**src/rtl/mem_stage_pkg.sv**
```systemverilog
// mem_stage_pkg: shared types and constants for the memory-stage controller.
// Holds the FSM state encoding, the address-region classification, the
// register-tag width and the default memory map.
package mem_stage_pkg;

   localparam int TAG_W        = 5;

   localparam int DEF_ROM_BASE = 1000;
   localparam int DEF_RAM_BASE = 31000;
   localparam int DEF_MEM_END  = 61015;

   typedef enum logic [1:0] {
      ST_IDLE  = 2'd0,
      ST_ISSUE = 2'd1,
      ST_WAIT  = 2'd2,
      ST_RESP  = 2'd3
   } state_e;

   typedef enum logic [1:0] {
      REG_ROM     = 2'd0,
      REG_RAM     = 2'd1,
      REG_ILLEGAL = 2'd2
   } region_e;

endpackage

```
**src/rtl/mem_stage_if.sv**
```systemverilog
// mem_stage_if: request, response and memory-controller signals of the memory
// stage. The slave modport is the controller's view, master is the view of
// the surrounding pipeline/memory model.
interface mem_stage_if
   import mem_stage_pkg::*;
#(
   parameter int S = 32,
   parameter int V = 192
) ();

   logic             req_valid;
   logic             req_ready;
   logic             req_we;
   logic             req_vec;
   logic [S-1:0]     req_addr;
   logic [V-1:0]     req_wd;
   logic [TAG_W-1:0] req_tag;

   logic             resp_valid;
   logic             resp_ready;
   logic [V-1:0]     resp_rd;
   logic [TAG_W-1:0] resp_tag;
   logic             resp_fault;

   logic             mem_we;
   logic             mem_vec;
   logic [S-1:0]     mem_address;
   logic [V-1:0]     mem_wd;
   logic [V-1:0]     mem_rd;

   modport slave (
      input  req_valid, req_we, req_vec, req_addr, req_wd, req_tag,
      input  resp_ready, mem_rd,
      output req_ready, resp_valid, resp_rd, resp_tag, resp_fault,
      output mem_we, mem_vec, mem_address, mem_wd
   );

   modport master (
      output req_valid, req_we, req_vec, req_addr, req_wd, req_tag,
      output resp_ready, mem_rd,
      input  req_ready, resp_valid, resp_rd, resp_tag, resp_fault,
      input  mem_we, mem_vec, mem_address, mem_wd
   );

endinterface

```
**src/rtl/mem_stage_ctrl_decode.sv**
```systemverilog
// mem_region_decode: combinational address classifier. Places an address in
// ROM, RAM or the illegal region (unsigned compares over S bits) and flags a
// fault for illegal addresses and for stores into ROM.
module mem_region_decode
   import mem_stage_pkg::*;
#(
   parameter int S        = 32,
   parameter int ROM_BASE = DEF_ROM_BASE,
   parameter int RAM_BASE = DEF_RAM_BASE,
   parameter int MEM_END  = DEF_MEM_END
) (
   input  logic [S-1:0] addr_i,
   input  logic         we_i,
   output region_e      region_o,
   output logic         fault_o
);

   localparam logic [S-1:0] ROM_B = S'(ROM_BASE);
   localparam logic [S-1:0] RAM_B = S'(RAM_BASE);
   localparam logic [S-1:0] END_B = S'(MEM_END);

   // Region lookup followed by the write-protection check on ROM.
   always_comb begin
      region_o = REG_ILLEGAL;
      if (addr_i >= ROM_B && addr_i < RAM_B) begin
         region_o = REG_ROM;
      end else if (addr_i >= RAM_B && addr_i < END_B) begin
         region_o = REG_RAM;
      end
      fault_o = (region_o == REG_ILLEGAL) || (we_i && (region_o == REG_ROM));
   end

endmodule

```
**src/rtl/mem_stage_ctrl.sv**
```systemverilog
// mem_stage_ctrl: memory-stage controller between execute and writeback.
// Accepts one request at a time, classifies its address, issues legal
// accesses to the memory controller, waits RD_LAT cycles for load data and
// holds the response until writeback takes it. Every output is registered.
// Optional build macro MEM_STAGE_STATS_EN adds saturating 16-bit counters of
// completed loads, stores and faults.
module mem_stage_ctrl
   import mem_stage_pkg::*;
#(
   parameter int S        = 32,
   parameter int V        = 192,
   parameter int ROM_BASE = DEF_ROM_BASE,
   parameter int RAM_BASE = DEF_RAM_BASE,
   parameter int MEM_END  = DEF_MEM_END,
   parameter int RD_LAT   = 1
) (
   input  logic        clk,
   input  logic        rst,
   mem_stage_if.slave  bus,
   output logic        busy
`ifdef MEM_STAGE_STATS_EN
   ,
   output logic [15:0] stat_loads,
   output logic [15:0] stat_stores,
   output logic [15:0] stat_faults
`endif
);

   // Wait-cycle count of the final read cycle; ISSUE is wait cycle 1.
   localparam logic [2:0] RD_LAT_C = 3'(RD_LAT);

   state_e           state_q;
   logic             req_ready_q;
   logic             busy_q;
   logic             we_q;
   logic [TAG_W-1:0] tag_q;
   logic [2:0]       cnt_q;

   logic             mem_we_q;
   logic             mem_vec_q;
   logic [S-1:0]     mem_address_q;
   logic [V-1:0]     mem_wd_q;

   logic             resp_valid_q;
   logic [V-1:0]     resp_rd_q;
   logic [TAG_W-1:0] resp_tag_q;
   logic             resp_fault_q;

   region_e          dec_region;
   logic             dec_fault;
   logic             acc_fault;

   mem_region_decode #(
      .S        (S),
      .ROM_BASE (ROM_BASE),
      .RAM_BASE (RAM_BASE),
      .MEM_END  (MEM_END)
   ) u_decode (
      .addr_i   (bus.req_addr),
      .we_i     (bus.req_we),
      .region_o (dec_region),
      .fault_o  (dec_fault)
   );

   assign acc_fault = dec_fault || (dec_region == REG_ILLEGAL);

   // Control FSM with all externally visible outputs registered.
   always_ff @(posedge clk or posedge rst) begin
      if (rst) begin
         state_q       <= ST_IDLE;
         req_ready_q   <= 1'b0;
         busy_q        <= 1'b0;
         we_q          <= 1'b0;
         tag_q         <= '0;
         cnt_q         <= '0;
         mem_we_q      <= 1'b0;
         mem_vec_q     <= 1'b0;
         mem_address_q <= '0;
         mem_wd_q      <= '0;
         resp_valid_q  <= 1'b0;
         resp_rd_q     <= '0;
         resp_tag_q    <= '0;
         resp_fault_q  <= 1'b0;
      end else begin
         case (state_q)
            ST_IDLE: begin
               req_ready_q <= 1'b1;
               if (bus.req_valid && req_ready_q) begin
                  req_ready_q <= 1'b0;
                  busy_q      <= 1'b1;
                  we_q        <= bus.req_we;
                  tag_q       <= bus.req_tag;
                  if (acc_fault) begin
                     // Faults never reach the memory controller.
                     state_q      <= ST_RESP;
                     resp_valid_q <= 1'b1;
                     resp_fault_q <= 1'b1;
                     resp_rd_q    <= '0;
                     resp_tag_q   <= bus.req_tag;
                  end else begin
                     state_q       <= ST_ISSUE;
                     mem_we_q      <= bus.req_we;
                     mem_vec_q     <= bus.req_vec;
                     mem_address_q <= bus.req_addr;
                     mem_wd_q      <= bus.req_wd;
                     cnt_q         <= 3'd1;
                  end
               end
            end

            ST_ISSUE, ST_WAIT: begin
               mem_we_q <= 1'b0;
               if (we_q || (cnt_q >= RD_LAT_C)) begin
                  // Stores finish after one issue cycle; loads sample data
                  // on the edge closing the last wait cycle.
                  state_q       <= ST_RESP;
                  resp_valid_q  <= 1'b1;
                  resp_fault_q  <= 1'b0;
                  resp_tag_q    <= tag_q;
                  resp_rd_q     <= we_q ? '0 : bus.mem_rd;
                  mem_vec_q     <= 1'b0;
                  mem_address_q <= '0;
                  mem_wd_q      <= '0;
                  cnt_q         <= '0;
               end else begin
                  state_q <= ST_WAIT;
                  cnt_q   <= cnt_q + 3'd1;
               end
            end

            ST_RESP: begin
               if (bus.resp_ready) begin
                  // Ready comes back one cycle after the handshake.
                  state_q      <= ST_IDLE;
                  req_ready_q  <= 1'b1;
                  busy_q       <= 1'b0;
                  resp_valid_q <= 1'b0;
                  resp_rd_q    <= '0;
                  resp_tag_q   <= '0;
                  resp_fault_q <= 1'b0;
               end
            end

            default: begin
               state_q <= ST_IDLE;
            end
         endcase
      end
   end

   assign bus.req_ready   = req_ready_q;
   assign bus.resp_valid  = resp_valid_q;
   assign bus.resp_rd     = resp_rd_q;
   assign bus.resp_tag    = resp_tag_q;
   assign bus.resp_fault  = resp_fault_q;
   assign bus.mem_we      = mem_we_q;
   assign bus.mem_vec     = mem_vec_q;
   assign bus.mem_address = mem_address_q;
   assign bus.mem_wd      = mem_wd_q;
   assign busy            = busy_q;

`ifdef MEM_STAGE_STATS_EN
   logic [15:0] stat_loads_q;
   logic [15:0] stat_stores_q;
   logic [15:0] stat_faults_q;

   function automatic logic [15:0] sat_inc16(input logic [15:0] v);
      return (v == 16'hFFFF) ? v : v + 16'd1;
   endfunction

   // Count each completed response by kind, holding at all-ones.
   always_ff @(posedge clk or posedge rst) begin
      if (rst) begin
         stat_loads_q  <= '0;
         stat_stores_q <= '0;
         stat_faults_q <= '0;
      end else if ((state_q == ST_RESP) && bus.resp_ready) begin
         if (resp_fault_q) begin
            stat_faults_q <= sat_inc16(stat_faults_q);
         end else if (we_q) begin
            stat_stores_q <= sat_inc16(stat_stores_q);
         end else begin
            stat_loads_q  <= sat_inc16(stat_loads_q);
         end
      end
   end

   assign stat_loads  = stat_loads_q;
   assign stat_stores = stat_stores_q;
   assign stat_faults = stat_faults_q;
`endif

endmodule

```
**src/flat_wrapper.sv**
```systemverilog
// flat-port wrapper written by rule: the top's interface ports become plain ports
module mem_stage_ctrl_flat import mem_stage_pkg::*;
#(
   parameter int S        = 32,
   parameter int V        = 192,
   parameter int ROM_BASE = DEF_ROM_BASE,
   parameter int RAM_BASE = DEF_RAM_BASE,
   parameter int MEM_END  = DEF_MEM_END,
   parameter int RD_LAT   = 1
)
  (clk, rst, busy, bus_req_valid, bus_req_we, bus_req_vec, bus_req_addr, bus_req_wd, bus_req_tag, bus_resp_ready, bus_mem_rd, bus_req_ready, bus_resp_valid, bus_resp_rd, bus_resp_tag, bus_resp_fault, bus_mem_we, bus_mem_vec, bus_mem_address, bus_mem_wd);
  mem_stage_if #(.S(S), .V(V)) bus_i ();
  input  logic clk;
  input  logic rst;
  output logic busy;
  input wire logic [$bits(bus_i.req_valid)-1:0] bus_req_valid;
  input wire logic [$bits(bus_i.req_we)-1:0] bus_req_we;
  input wire logic [$bits(bus_i.req_vec)-1:0] bus_req_vec;
  input wire logic [$bits(bus_i.req_addr)-1:0] bus_req_addr;
  input wire logic [$bits(bus_i.req_wd)-1:0] bus_req_wd;
  input wire logic [$bits(bus_i.req_tag)-1:0] bus_req_tag;
  input wire logic [$bits(bus_i.resp_ready)-1:0] bus_resp_ready;
  input wire logic [$bits(bus_i.mem_rd)-1:0] bus_mem_rd;
  output wire logic [$bits(bus_i.req_ready)-1:0] bus_req_ready;
  output wire logic [$bits(bus_i.resp_valid)-1:0] bus_resp_valid;
  output wire logic [$bits(bus_i.resp_rd)-1:0] bus_resp_rd;
  output wire logic [$bits(bus_i.resp_tag)-1:0] bus_resp_tag;
  output wire logic [$bits(bus_i.resp_fault)-1:0] bus_resp_fault;
  output wire logic [$bits(bus_i.mem_we)-1:0] bus_mem_we;
  output wire logic [$bits(bus_i.mem_vec)-1:0] bus_mem_vec;
  output wire logic [$bits(bus_i.mem_address)-1:0] bus_mem_address;
  output wire logic [$bits(bus_i.mem_wd)-1:0] bus_mem_wd;
  assign bus_i.req_valid = bus_req_valid;
  assign bus_i.req_we = bus_req_we;
  assign bus_i.req_vec = bus_req_vec;
  assign bus_i.req_addr = bus_req_addr;
  assign bus_i.req_wd = bus_req_wd;
  assign bus_i.req_tag = bus_req_tag;
  assign bus_i.resp_ready = bus_resp_ready;
  assign bus_i.mem_rd = bus_mem_rd;
  assign bus_req_ready = bus_i.req_ready;
  assign bus_resp_valid = bus_i.resp_valid;
  assign bus_resp_rd = bus_i.resp_rd;
  assign bus_resp_tag = bus_i.resp_tag;
  assign bus_resp_fault = bus_i.resp_fault;
  assign bus_mem_we = bus_i.mem_we;
  assign bus_mem_vec = bus_i.mem_vec;
  assign bus_mem_address = bus_i.mem_address;
  assign bus_mem_wd = bus_i.mem_wd;
  mem_stage_ctrl #(.S(S), .V(V), .ROM_BASE(ROM_BASE), .RAM_BASE(RAM_BASE), .MEM_END(MEM_END), .RD_LAT(RD_LAT)) u_core (.clk(clk), .rst(rst), .bus(bus_i), .busy(busy));
endmodule
```
**config.mk**
```make
export PLATFORM = sky130hd
export DESIGN_NAME = mem_stage_ctrl_flat
export DESIGN_NICKNAME = d
export VERILOG_FILES = /design/src/rtl/mem_stage_pkg.sv /design/src/rtl/mem_stage_if.sv /design/src/rtl/mem_stage_ctrl_decode.sv /design/src/rtl/mem_stage_ctrl.sv /design/src/flat_wrapper.sv
export SDC_FILE = /design/constraint.sdc
export NUM_CORES = 1
export LEC_CHECK = 0
export ABC_AREA = 1
export CORE_AREA = 2 2 331 333
export CTS_CLUSTER_SIZE = 30
export DETAILED_ROUTE_END_ITERATION = 10
export DIE_AREA = 0 0 333 335
export SLEW_MARGIN = 20
export SYNTH_ARGS = -nofsm -noshare
export SYNTH_HDL_FRONTEND = slang
export SYNTH_HIERARCHICAL = 1
export SYNTH_SLANG_ARGS = --single-unit
```
**constraint.sdc**
```tcl
create_clock -name clk -period 22.4 [get_ports clk]
set_clock_uncertainty 0.15 [all_clocks]
set_input_delay 3.36 -clock clk [delete_from_list [all_inputs] [get_ports clk]]
set_output_delay 3.36 -clock clk [all_outputs]
set_load 0.02 [all_outputs]
```
==> results of run 1 <==
## layout make-up
cell class / instances / area [um2]
multi-input combinational: 1622 / 6790
inverter: 229 / 872
tap: 1414 / 1770
sequential: 438 / 11000
timing repair buffer: 875 / 8740
fill: 11600 / 77100
clock inverter: 20 / 220
clock buffer: 78 / 1610
antenna: 2 / 5.00
## sequential cells by signal (all words and copies together) (netlist names), 2 cells and up
name                    count
u_core/bus.mem_address     32
u_core/bus.mem_wd         192
u_core/bus.resp_tag         5
u_core/bus.resp_rd        192
u_core/tag_q                5
u_core/cnt_q                3
u_core/state_q              2
## stage by stage
step           setup slack [ps]  util (%)  power, mW
2_1_floorplan              6690         -       1.76
3_3_place_gp              13620      26.9       2.26
3_5_place_dp              14010      26.9       2.28
4_1_cts                   14670      28.6       3.21
5_1_grt                   14300      28.7       3.36
6_report                  14680      28.7       3.15
## path summary, 6_finish.rpt
kind / startpoint / endpoint / slack [ps] / depth (start not counted)
min in group asynchronous: rst / u_core/bus.resp_rd[9] / 3050 / 2
min: u_core/bus.mem_wd[64] / u_core/bus.mem_wd[64] / 320 / 2
min reg2reg: u_core/bus.mem_wd[64] / u_core/bus.mem_wd[64] / 320 / 2
max reg2reg: u_core/state_q[0] / u_core/bus.mem_address[19] / 16930 / 9
max in group asynchronous: rst / u_core/bus.mem_wd[31] / 16140 / 5
max: bus_req_addr[27] / u_core/bus.mem_wd[144] / 14680 / 17
## layout by cell type (no fill, tap or decap)
| cell type | count |
|---|---|
| a21oi_1 | 3 |
| buf_12 | 1 |
| buf_16 | 1 |
| buf_4 | 19 |
| buf_6 | 1 |
| bufinv_16 | 4 |
| clkbuf_1 | 8 |
| clkbuf_16 | 55 |
| clkbuf_8 | 15 |
| clkdlybuf4s50_1 | 853 |
| clkinv_2 | 9 |
| clkinvlp_4 | 5 |
| dfrtp_1 | 438 |
| diode_2 | 2 |
| ha_1 | 5 |
| inv_1 | 223 |
| inv_2 | 4 |
| inv_6 | 3 |
| inv_8 | 1 |
| nand2_1 | 1145 |
| nand2_2 | 4 |
| nand2_4 | 1 |
| nand2_8 | 1 |
| nand3_1 | 18 |
| nand3_4 | 1 |
| nand3b_1 | 1 |
| nand4_1 | 201 |
| nand4_4 | 1 |
| nor2_1 | 222 |
| nor2_2 | 5 |
| nor2_4 | 2 |
| nor2_8 | 1 |
| nor3_1 | 1 |
| o211ai_1 | 1 |
| o21ai_0 | 7 |
| o21ai_1 | 1 |
| xnor2_1 | 1 |
## power by group through the flow
stage               clock (mW)  combinational (mW)  sequential, mW
floorplan                    0               0.689            1.07
global placement             0                1.30           0.964
detailed placement           0                1.31           0.966
CTS                      0.943                1.31           0.955
global route             0.974                1.42           0.968
finish                   0.907                1.29           0.955
## per-layer routing
| layer | global-route usage [%] | routed length [um] | vias to the layer above | part of all wire [%] |
|---|---|---|---|---|
| li1 | - | - | 9042 | - |
| met1 | 16.9 | 32800 | 8733 | 41 |
| met2 | 22.2 | 37000 | 652 | 47 |
| met3 | 4.81 | 6710 | 137 | 8.5 |
| met4 | 4.83 | 2660 | 4 | 3.4 |
| met5 | 0 | 23 | - | 0.029 |
## critical path, stage by stage
cell             delay [ps]
clkdlybuf4s50_1         520
inv_1                   110
nand2_1                  60
nor2_1                  280
nand2_2                 140
nor2_4                  170
nand3_1                 110
nor2_2                  140
nor2_2                   50
a21oi_1                 270
nand2_2                 160
nor2_4                  410
buf_4                   480
buf_4                   700
buf_4                   740
nand2_1                 170
nand2_1                 120
## logic make-up (layout without fill, tap and decap cells)
family	Yosys count	in the layout
AND/OR/NAND/NOR	1604	1604
adder cells (fa/ha/maj)	5	5
flip-flops	438	438
other	0	2
AO/OA/AOI/OAI	12	12
XOR/XNOR	1	1
buffers and inverters	388	1202
==> results.txt, run 1 <==
gr ovfl total -> 0
dpl cells -> 4578
Final period util -> 34.5%
# rows -> 121
nets -> 3652
Max Slew Vio Count -> 0
layout cell share with drive strength beyond 1 -> 4.11%
initial core utilization -> 17.9%
initial antenna violation count -> 6
1st-pass router iterations -> 5
final hold slack -> 315 ps
initial DRC count -> 1048
Sw Ratio -> 41.2%
RSZ-0062 raised after global routing -> false
Worst-Margin Slew -> 1070 ps
Post-CTS Resized -> 0
Layout area overhead -> 60.3%
most common cell in the netlist -> nand2_1
CTS clock-pin slew for the worst setup and hold paths -> 60 ps
remaining antenna violation count -> 0
clock sinks -> 438
CTS Root Buffer Type -> clkbuf_16
routability-driven placement congestion ratio -> 0.900
setup TNS -> 0 ps
clk buf depth -> 3
final non-filler cell area -> 0.0310 mm2
sequential share of power -> 30.3%
CTS buffer count -> 54
IO buf count -> 853
top_reg_cell synth -> dfrtp_1
WP data required -> 22790 ps
WL/cell -> 16.9 um
pin count of the biggest net entering global routing -> 160
Total Routed Length -> 79200 um
final setup fails -> 0
synth unique cells -> 26
Net Switching -> 1.30 mW
max cap viols -> 0
Yosys Warn Count -> 6
top post-synthesis cells by area -> dfrtp_1 57%, nand2_1 22%, nand4_1 6.5%, inv_1 4.4%, nor2_1 4.3%
Synth Cell Area -> 0.0193 mm2
internal power -> 1.85 mW
cell area power density -> 102 mW/mm2
top-area cell type share of the netlist area -> 56.7%
syn nets -> 2880
register area share after synthesis -> 56.7%
slew margin rel. -> 28.8%
CP max FO -> 74
Synth top cells by count -> 1146 x nand2_1, 438 x dfrtp_1, 224 x inv_1, 222 x nor2_1, 201 x nand4_1
post-synthesis mux area share -> 0%
overall routing resource usage -> 13.7%
global-route wire length before repair -> 119000 um
Setup Fix Bufs, Post-CTS -> 0
Synth area leader -> dfrtp_1
Chip Height -> 335 um
syn_area_per_cell -> 7.89 um2
largest family of logic cells by synthesized area -> simple AND/OR/NAND/NOR gates
Worst EP arrival -> 8110 ps
Die X -> 333 um
synthesized flop and latch total -> 438
Async S/R FF share, synth -> 100%
core outline area -> 0.108 mm2
Peak VDD IR -> 119 uV
H-tree depth -> 2
number of flops mapped to enable cells by yosys -> 0
Logic pwr share -> 40.8%
Mapped Cells -> 2448
Worst Hold Class -> flip-flop to flip-flop
hold violation count in the final report -> 0
clock power share -> 28.8%
post-synthesis compound-gate area fraction -> 0.324%
DP Area -> 0.0291 mm2
status -> finished, final reports clean
IO Count -> 854
routed vias/inst -> 3.97
fmax -> 129 MHz
Residual DRC -> 0
Non-Filler Instances -> 4678
worst skew pair latency -> 620 ps
Synth Area in Simple Gates -> 34.3%
vias in the first global route -> 18700
routed vias -> 18600
CTS tree -> yes
critical path class -> input port to flip-flop
Pleak -> 15.6 nW
CP startpoint kind -> input port
Final min period -> 7720 ps
cts hold-fix bufs -> 0
CP endpoint kind -> flip-flop
hpwl dp -> 55800 um
XOR/XNOR Fraction of Synth Area -> 0.0453%
post-synthesis adder-cell area fraction -> 0.324%
total die area -> 0.112 mm2
No activity file was read; power rests on OpenSTA's default activity.
==> run 2: changes to the inputs <==
clock period = 7.64 ns   (was 22.4 ns; I/O delays follow)
==> results.txt, run 2 (synthesis results as in run 1) <==
Final min period -> 4520 ps
Hold Crit Depth -> 2 (unchanged)
Filler Cell Count -> 11600 (about the same)
Residual DRC -> 0 (unchanged)
hpwl dp -> 55100 um (was 55800 um)
clk buf depth -> 3 (unchanged)
WL/cell -> 17.1 um (was 16.9 um)
cts hold-fix bufs -> 0 (unchanged)
Peak VDD IR -> 418 uV (was 119 uV)
final setup fails -> 0 (unchanged)
global-route wire length before repair -> 119000 um (about the same)
Setup Fix Bufs, Post-CTS -> 0 (unchanged)
slew margin rel. -> 14.9% (was 28.8%)
setup slack, reg-to-reg -> 4060 ps (was 16930 ps)
pin count of the biggest net entering global routing -> 201 (was 160)
1st-pass router iterations -> 5 (unchanged)
Max Slew Vio Count -> 0 (unchanged)
Die X -> 333 um (unchanged)
status -> finished, final reports clean (unchanged)
vias in the first global route -> 18600 (was 18700)
initial core utilization -> 17.9% (unchanged)
gr ovfl total -> 0 (unchanged)
cell area power density -> 300 mW/mm2 (was 102 mW/mm2)
H-tree depth -> 2 (unchanged)
fmax -> 221 MHz
most frequent cells in the layout -> 1145 x nand2_1, 853 x clkdlybuf4s50_1, 438 x dfrtp_1, 223 x inv_1, 222 x nor2_1 (unchanged)
Seq. cell area -> 0.0110 mm2 (unchanged)
routability-driven placement congestion ratio -> 0.854 (was 0.900)
Pleak -> 15.7 nW (was 15.6 nW)
commonest non-fill, non-tap cell in the layout -> nand2_1 (unchanged)
nets -> 3650 (was 3652)
multi-input logic area -> 0.00679 mm2 (unchanged)
initial DRC count -> 1144 (was 1048)
Worst-Margin Slew -> 1280 ps (was 1070 ps)
Non-Filler Instances -> 4682 (was 4678)
CTS tree -> yes (unchanged)
Chip Height -> 335 um (unchanged)
CTS Root Buffer Type -> clkbuf_16 (unchanged)
setup TNS -> 0 ps (unchanged)
total die area -> 0.112 mm2 (unchanged)
core outline area -> 0.108 mm2 (unchanged)
overall routing resource usage -> 13.8% (was 13.7%)
Worst Hold Class -> flip-flop to flip-flop (unchanged)
routed vias/inst -> 4.02 (was 3.97)
layout cell share with drive strength beyond 1 -> 4.05% (was 4.11%)
IO buf count -> 853 (unchanged)
reg2reg end -> u_core/bus.mem_wd[82] (was u_core/bus.mem_address[19])
remaining antenna violation count -> 0 (unchanged)
dpl cells -> 4572 (was 4578)
Worst EP arrival -> 4890 ps (was 8110 ps)
critical path class -> input port to flip-flop (unchanged)
Post-CTS Resized -> 0 (unchanged)
CP startpoint kind -> input port (unchanged)
r2r worst-path depth -> 7 (was 9)
Min-Delay Endpoint -> u_core/bus.mem_wd[112] (was u_core/bus.mem_wd[64])
CTS clock-pin slew for the worst setup and hold paths -> 60 ps (about the same)
# rows -> 121 (unchanged)
hold violation count in the final report -> 0 (unchanged)
WP data required -> 8010 ps (was 22790 ps)
CP max FO -> 137 (was 74)
Final period util -> 59.1%
max cap viols -> 0 (unchanged)
Layout area overhead -> 60.7% (was 60.3%)
worst skew pair latency -> 630 ps (was 620 ps)
IO Count -> 854 (unchanged)
final hold slack -> 316 ps (was 315 ps)
RSZ-0062 raised after global routing -> false (unchanged)
CP endpoint kind -> flip-flop (unchanged)
Total Routed Length -> 79900 um (was 79200 um)
Hold Startpoint -> u_core/bus.mem_wd[112] (was u_core/bus.mem_wd[64])
Design Power -> 9.31 mW (was 3.15 mW)
CTS buffer count -> 57 (was 54)
FF-to-FF Start -> u_core/state_q[0] (unchanged)
clock sinks -> 438 (unchanged)
routed vias -> 18800 (was 18600)
initial antenna violation count -> 17 (was 6)
[run 2: cell types whose count changed in the layout (fill, tap and decap cells not counted), sizes merged]
| cell | previous run | this run |
|---|---|---|
| bufinv | 4 | 3 |
| clkinvlp | 5 | 2 |
| clkinv | 9 | 16 |
| buf | 22 | 17 |
| inv | 231 | 230 |
| clkbuf | 78 | 82 |
| diode | 2 | 5 |
[run 2: layer usage]
| metal | track usage [%] | up-vias | routed length (um) |
|---|---|---|---|
| met5 | 0 | - | 133 |
| met2 | 22.1 | 723 | 37100 |
| met3 | 5.26 | 174 | 7300 |
| met4 | 5.87 | 22 | 3410 |
| met1 | 16.4 | 8866 | 32000 |
| li1 | - | 9048 | - |
[run 2: critical path, stage by stage]
cell	delay, ps
clkdlybuf4s50_1	460
inv_1	90
nand2_1	50
nor2_1	250
nand2_2	140
nor2_4	150
nand3_1	100
nor2_2	140
nor2_2	50
a21oi_1	430
nand2_2	200
nand2_2	200
nand2_8	460
buf_4	640
nand2_1	170
nand2_1	70
[run 2: worst max path at each step]
stage / startpoint / endpoint / slack, ps / depth (start not counted)
after global placement: bus_req_addr[22] / u_core/bus.mem_wd[117] / 2410 / 16
after global routing: bus_req_addr[22] / u_core/bus.mem_wd[88] / 2740 / 16
after CTS: bus_req_addr[22] / u_core/bus.mem_wd[88] / 3110 / 16
after floorplan: rst / u_core/bus.mem_address[0] / 430 / 1
final: bus_req_addr[25] / u_core/bus.mem_wd[82] / 3120 / 16
after detailed placement: bus_req_addr[25] / u_core/bus.mem_wd[88] / 2400 / 16
[run 2: final cells by class]
cell class,instances,area share [%]
clock inverter,22,0.689
sequential,438,35.3
inverter,229,2.80
clock buffer,82,5.38
antenna,5,0.0403
tap,1414,5.70
timing repair buffer,870,28.2
multi-input combinational,1622,21.9
[run 2: power breakdown]
group	internal, mW	switching [mW]
combinational	1.21	2.56
sequential	2.64	0.165
clock	1.61	1.12
[run 2: stage by stage]
step	worst slack [ps]	util (%)	area (um2)
floorplan	427	-	19300
global placement	2410	26.9	29100
detailed placement	2400	26.9	29100
CTS	3110	28.7	31000
global route	2740	28.7	31000
finish	3120	28.7	31100
